`src/rtl/wbu_pipe.sv`:
```
`default_nettype none
// ============================================================================
// Module   : wbu_pipe
// Purpose  : Handshaked in-order writeback queue feeding the register file,
//            with optional commit bypass to the IDU read ports.
// Revision : 1.0 - initial release
// ============================================================================
module wbu_pipe #(
    parameter int XLEN   = 32,
    parameter int NREG   = 32,
    parameter int DEPTH  = 2,
    parameter int BYPASS = 1,
    localparam int AW    = $clog2(NREG)
) (
    input  logic            clk,
    input  logic            rst,
    input  logic            in_valid,
    output logic            in_ready,
    input  logic [XLEN-1:0] in_alu,
    input  logic [XLEN-1:0] in_lsu,
    input  logic [XLEN-1:0] in_csr,
    input  logic [1:0]      in_sel,
    input  logic            in_wen,
    input  logic [AW-1:0]   in_rd,
    input  logic            hold,
    input  logic [AW-1:0]   rs1_addr,
    input  logic [AW-1:0]   rs2_addr,
    output logic [XLEN-1:0] rs1_data,
    output logic [XLEN-1:0] rs2_data,
    output logic            rs1_busy,
    output logic            rs2_busy,
    output logic            retire,
    output logic [63:0]     retire_cnt
);

    localparam int c_pw = (DEPTH > 1) ? $clog2(DEPTH) : 1;
    localparam int c_cw = $clog2(DEPTH + 1);
    localparam logic [c_pw-1:0] c_last  = c_pw'(DEPTH - 1);
    localparam logic [c_cw-1:0] c_depth = c_cw'(DEPTH);

    logic [XLEN-1:0]  r_data_q [DEPTH];
    logic             r_wen_q  [DEPTH];
    logic [AW-1:0]    r_rd_q   [DEPTH];
    logic [DEPTH-1:0] r_vld_q, w_vld_d;
    logic [c_pw-1:0]  r_head_q, w_head_d;
    logic [c_pw-1:0]  r_tail_q, w_tail_d;
    logic [c_cw-1:0]  r_count_q, w_count_d;
    logic             r_retire_q, w_retire_d;
    logic [63:0]      r_retire_cnt_q, w_retire_cnt_d;
    logic [XLEN-1:0]  r_rf_q [NREG];

    logic             w_push;
    logic             w_commit;
    logic [XLEN-1:0]  w_sel_data;
    logic [XLEN-1:0]  w_head_data;
    logic             w_head_wen;
    logic [AW-1:0]    w_head_rd;
    logic             w_byp1;
    logic             w_byp2;

    function automatic logic [c_pw-1:0] f_inc(input logic [c_pw-1:0] p);
        return (p == c_last) ? '0 : p + 1'b1;
    endfunction

    // Ready looks only at registered occupancy, never at this cycle's pop.
    assign in_ready    = (r_count_q < c_depth);
    assign w_push      = in_valid && in_ready;
    assign w_commit    = (r_count_q != '0) && !hold;
    assign w_head_data = r_data_q[r_head_q];
    assign w_head_wen  = r_wen_q[r_head_q];
    assign w_head_rd   = r_rd_q[r_head_q];

    always_comb begin
        w_sel_data = in_alu;
        unique case (in_sel)
            2'b01:   w_sel_data = in_lsu;
            2'b10:   w_sel_data = in_csr;
            default: w_sel_data = in_alu;
        endcase
    end

    assign w_byp1 = (BYPASS != 0) && w_commit && w_head_wen &&
                    (w_head_rd == rs1_addr) && (rs1_addr != '0);
    assign w_byp2 = (BYPASS != 0) && w_commit && w_head_wen &&
                    (w_head_rd == rs2_addr) && (rs2_addr != '0);

    assign rs1_data = (rs1_addr == '0) ? '0 : (w_byp1 ? w_head_data : r_rf_q[rs1_addr]);
    assign rs2_data = (rs2_addr == '0) ? '0 : (w_byp2 ? w_head_data : r_rf_q[rs2_addr]);

    always_comb begin
        rs1_busy = 1'b0;
        rs2_busy = 1'b0;
        for (int i = 0; i < DEPTH; i++) begin
            if (r_vld_q[i] && r_wen_q[i]) begin
                if ((r_rd_q[i] == rs1_addr) && (rs1_addr != '0) &&
                    !(w_byp1 && (c_pw'(i) == r_head_q)))
                    rs1_busy = 1'b1;
                if ((r_rd_q[i] == rs2_addr) && (rs2_addr != '0) &&
                    !(w_byp2 && (c_pw'(i) == r_head_q)))
                    rs2_busy = 1'b1;
            end
        end
    end

    always_comb begin
        w_head_d       = r_head_q;
        w_tail_d       = r_tail_q;
        w_count_d      = r_count_q;
        w_vld_d        = r_vld_q;
        w_retire_d     = w_commit;
        w_retire_cnt_d = r_retire_cnt_q;
        if (w_commit) begin
            w_head_d          = f_inc(r_head_q);
            w_vld_d[r_head_q] = 1'b0;
            w_retire_cnt_d    = r_retire_cnt_q + 64'd1;
        end
        if (w_push) begin
            w_tail_d          = f_inc(r_tail_q);
            w_vld_d[r_tail_q] = 1'b1;
        end
        unique case ({w_push, w_commit})
            2'b10:   w_count_d = r_count_q + 1'b1;
            2'b01:   w_count_d = r_count_q - 1'b1;
            default: w_count_d = r_count_q;
        endcase
    end

    always_ff @(posedge clk) begin
        if (rst) begin
            r_head_q       <= '0;
            r_tail_q       <= '0;
            r_count_q      <= '0;
            r_vld_q        <= '0;
            r_retire_q     <= 1'b0;
            r_retire_cnt_q <= '0;
        end else begin
            r_head_q       <= w_head_d;
            r_tail_q       <= w_tail_d;
            r_count_q      <= w_count_d;
            r_vld_q        <= w_vld_d;
            r_retire_q     <= w_retire_d;
            r_retire_cnt_q <= w_retire_cnt_d;
        end
    end

    // Payload needs no reset: r_vld_q and r_count_q qualify every use.
    always_ff @(posedge clk) begin
        if (w_push) begin
            r_data_q[r_tail_q] <= w_sel_data;
            r_wen_q[r_tail_q]  <= in_wen;
            r_rd_q[r_tail_q]   <= in_rd;
        end
    end

    always_ff @(posedge clk) begin
        if (rst) begin
            for (int i = 0; i < NREG; i++) r_rf_q[i] <= '0;
        end else if (w_commit && w_head_wen && (w_head_rd != '0)) begin
            r_rf_q[w_head_rd] <= w_head_data;
        end
    end

    assign retire     = r_retire_q;
    assign retire_cnt = r_retire_cnt_q;

endmodule
`default_nettype wire

```
`config.mk`:
```
export PLATFORM = sky130hd
export DESIGN_NAME = wbu_pipe
export DESIGN_NICKNAME = d
export VERILOG_FILES = /design/src/rtl/wbu_pipe.sv
export SDC_FILE = /design/constraint.sdc
export NUM_CORES = 2
export LEC_CHECK = 0
export ABC_AREA = 1
export CORE_MARGIN = 5
export CORE_UTILIZATION = 50
export DETAILED_ROUTE_END_ITERATION = 16
export GPL_ROUTABILITY_DRIVEN = 0
export PLACE_DENSITY_LB_ADDON = 0.05
export SLEW_MARGIN = 40
export SYNTH_ARGS = -nofsm -noshare
export SYNTH_HDL_FRONTEND = slang
export SYNTH_SLANG_ARGS = --single-unit
```
`constraint.sdc`:
```
create_clock -name clk -period 8.5 [get_ports clk]
set_input_delay 1.7 -clock clk [delete_from_list [all_inputs] [get_ports clk]]
set_output_delay 1.7 -clock clk [all_outputs]
set_load 0.05 [all_outputs]
```
==> flow_metrics.env <==
export IMPL_routed_via_density=5.94
export IMPL_post_cts_buffers=0
export IMPL_htree_levels=4
export IMPL_synth_top_area_frac=0.487
export IMPL_drc_errors=0
export IMPL_cts_root_buf="clkbuf_16"
export IMPL_antenna_found_initial=3
export IMPL_p_leak_nw=32.3
export IMPL_clkLatencyLatePin_ns=0.77
export IMPL_hp_start="r_vld_q[1]"
export IMPL_ys_flop_type="edfxtp_1"
export IMPL_synth_cell_type_count=40
export IMPL_finalCriticalPeriod_ns=7.00
export IMPL_dpl_hpwl_um=158000
export IMPL_grt_pass1_vias=60300
export IMPL_fin_util=0.566
export IMPL_drt_wl_total_um=266000
export IMPL_hold_buffers=0
export IMPL_drt_pass1_iterations=7
export IMPL_grt_first_pass_wirelength_um=387000
export IMPL_yosys_top_cells_area="edfxtp_1 49%, nand2_1 14%, nand3_1 12%"
export IMPL_crit_arrival_ns=5.30
export IMPL_clock_skew_ns=0.0228
export IMPL_synth_largest_area_cell="edfxtp_1"
export IMPL_areaGrowthSynthToFinish_pct=12.6
export IMPL_min_path_type="reg2reg"
export IMPL_vdd_drop_max_mv=0.149
export IMPL_grt_ovfl_total=0
export IMPL_ys_seq_elements=1172
export IMPL_seq_area_frac_synth=0.508
export IMPL_yosys_warnings=0
export IMPL_die_w_um=378
export IMPL_initial_core_util=0.502
export IMPL_cts_tree="yes"
export IMPL_synthArstFlopShare=0
export IMPL_die_h_um=378
export IMPL_drtIter0Drc=8959
export IMPL_yosysMostFrequentCell="nand2_1"
export IMPL_grt_setup_unrepaired="no"
export IMPL_grt_use_total=0.365
export IMPL_avgSynthCellArea_sq_um=7.69
export IMPL_finalSetupViolCount=0
export IMPL_max_slew_margin_rel=0.258
export IMPL_start_kind="input port"
export IMPL_p_per_area_nw_per_um2=210
export IMPL_finalMaxSlewViolations=0
export IMPL_dr_total_vias=63200
export IMPL_min_to="r_vld_q[1]"
export IMPL_status="finished clean"
export IMPL_synth_edf_count=1100
export IMPL_cp_required_ns=6.80
export IMPL_fmax_mhz=143
export IMPL_dp_cells=10400
export IMPL_cap_viol_max_count=0
export IMPL_cts_resized=0
export IMPL_hold_viol_final=0
export IMPL_io_buffers=249
export IMPL_min_path_cells=2
export IMPL_worst_setup_path_type="in2out"
export IMPL_rows=135
export IMPL_wire_per_inst_um=25.0
export IMPL_period_share=0.824
export IMPL_syn_area_sq_um=67900
export IMPL_cts_buffer_depth=3
export IMPL_cp_end_kind="output port"
export IMPL_r2r_cells=10
export IMPL_io_pins=250
export IMPL_path_clk_slew_ns=0.06
export IMPL_r2r_slack_ns=3.94
export IMPL_core_area_sq_um=135000
export IMPL_ant_nets=0
export IMPL_syn_inst=8826
export IMPL_max_slew_worst_pin_slew_ns=1.11
export IMPL_synth_commonest_cells="2462 x nand2_1, 1592 x nand3_1, 1227 x nor2_1, 1100 x edfxtp_1, 753 x inv_1"
export IMPL_cts_made_buffers=135
export IMPL_setup_tns_ns=0
export IMPL_fin_nets=8867
export IMPL_r2r_end="r_rf_q[10][14]"
export IMPL_grt_max_degree=168
export IMPL_crit_fanout=31
export IMPL_cts_sinks=1172
export IMPL_final_layout_size_suffix_gt1_frac=0.113
export IMPL_die_area_sq_um=143000
export IMPL_finalNonFillerCells=10600
-- area by class of cell --
| cell class | instances | area [sq um] |
|---|---|---|
| multi-input combinational | 6251 | 28200 |
| sequential | 1172 | 34500 |
| timing repair buffer | 423 | 4380 |
| fill | 12400 | 58700 |
| clock buffer | 186 | 3750 |
| inverter | 762 | 2900 |
| tap | 1781 | 2230 |
| antenna | 1 | 2.50 |
| clock inverter | 61 | 518 |
-- metal layers --
metal	GRT usage	vias to the layer above	wire length, um
met5	0	-	13
met4	0.209	2	16700
met2	0.549	4321	115000
li1	-	28300	-
met1	0.485	29800	101000
met3	0.0856	798	33300
-- how the worst max path moves through the flow --
stage	cells after the start	slack [ns]	start	endpoint
6_report	11	1.50	rs2_addr[3]	rs2_data[0]
5_1_grt	11	1.52	rs2_addr[3]	rs2_data[6]
4_1_cts	11	1.76	rs2_addr[0]	rs2_data[0]
3_5_place_dp	11	1.77	rs2_addr[0]	rs2_data[0]
3_3_place_gp	12	1.72	rs2_addr[0]	rs2_data[0]
2_1_floorplan	12	3.19	rs1_addr[1]	rs1_data[26]
-- power by group --
part           internal [W]  switching, W  leakage [nW]
clock network       0.00333       0.00244          2.08
registers           0.00658      0.000146          11.8
logic              0.000812       0.00275          18.4
total                0.0107       0.00533          32.3
-- state kept, by name, indices dropped and copies added, names as in the netlist, named ones only --
name / count
r_head_q: 1
r_data_q: 64
retire_cnt: 64
r_rd_q: 10
r_count_q: 2
retire: 1
r_wen_q: 2
r_rf_q: 1024
r_tail_q: 1
r_vld_q: 2
-- critical path, cell delays in order --
cell             delay (ns)
buf_2                  0.40
clkinv_2               0.77
nand2_1                0.25
nand2_1                0.08
nor2_1                 0.14
nand3_2                0.40
buf_4                  0.41
nand3_1                0.14
nand2_1                0.10
inv_1                  0.07
clkdlybuf4s50_1        0.80
-- through the flow --
step	hold WS, ns	area (sq um)	total power [W]	worst slack, ns
after global routing	0.530	76500	0.0165	1.52
after global placement	0.480	72200	0.0103	1.72
after detailed placement	0.495	72200	0.0103	1.77
after CTS	0.506	76500	0.0160	1.76
final	0.500	76500	0.0161	1.50
after floorplan	0.450	68000	0.00876	3.19
-- layout by cell type (no fill, tap or decap), types with 3 or more instances in the layout --
master / n
nand2_1: 2438
nand3_1: 1590
nor2_1: 1223
edfxtp_1: 1100
inv_1: 749
or2_2: 256
nor2_2: 235
clkdlybuf4s50_1: 194
buf_4: 164
clkbuf_16: 142
a21oi_1: 128
o21ai_0: 105
dfxtp_1: 71
o211ai_1: 66
buf_12: 55
clkbuf_1: 41
o21ai_4: 32
conb_1: 32
nand2_2: 31
nand4_1: 31
clkinv_1: 29
nor3_1: 19
clkinv_2: 18
xnor2_1: 11
xor2_1: 9
bufinv_16: 8
nand2_4: 7
inv_6: 7
inv_2: 5
inv_8: 4
nor2_4: 4
nor3_2: 4
o21bai_1: 4
buf_8: 4
nand2_8: 3
o2111ai_1: 3
clkbuf_8: 3
buf_2: 3
buf_6: 3
-- cell families (layout without fill, tap and decap cells) --
group,count (synthesis),after routing,synth area share
buffers and inverters,1434,1432,0.0855
other,1,33,0.0000552
XOR/XNOR,20,20,0.00258
flip-flops,1172,1172,0.508
AND/OR/NAND/NOR,5853,5853,0.375
adder cells (fa/ha/maj),4,4,0.000737
AO/OA/AOI/OAI,342,342,0.0281
Note: power is estimated with default switching activity, not from simulation.
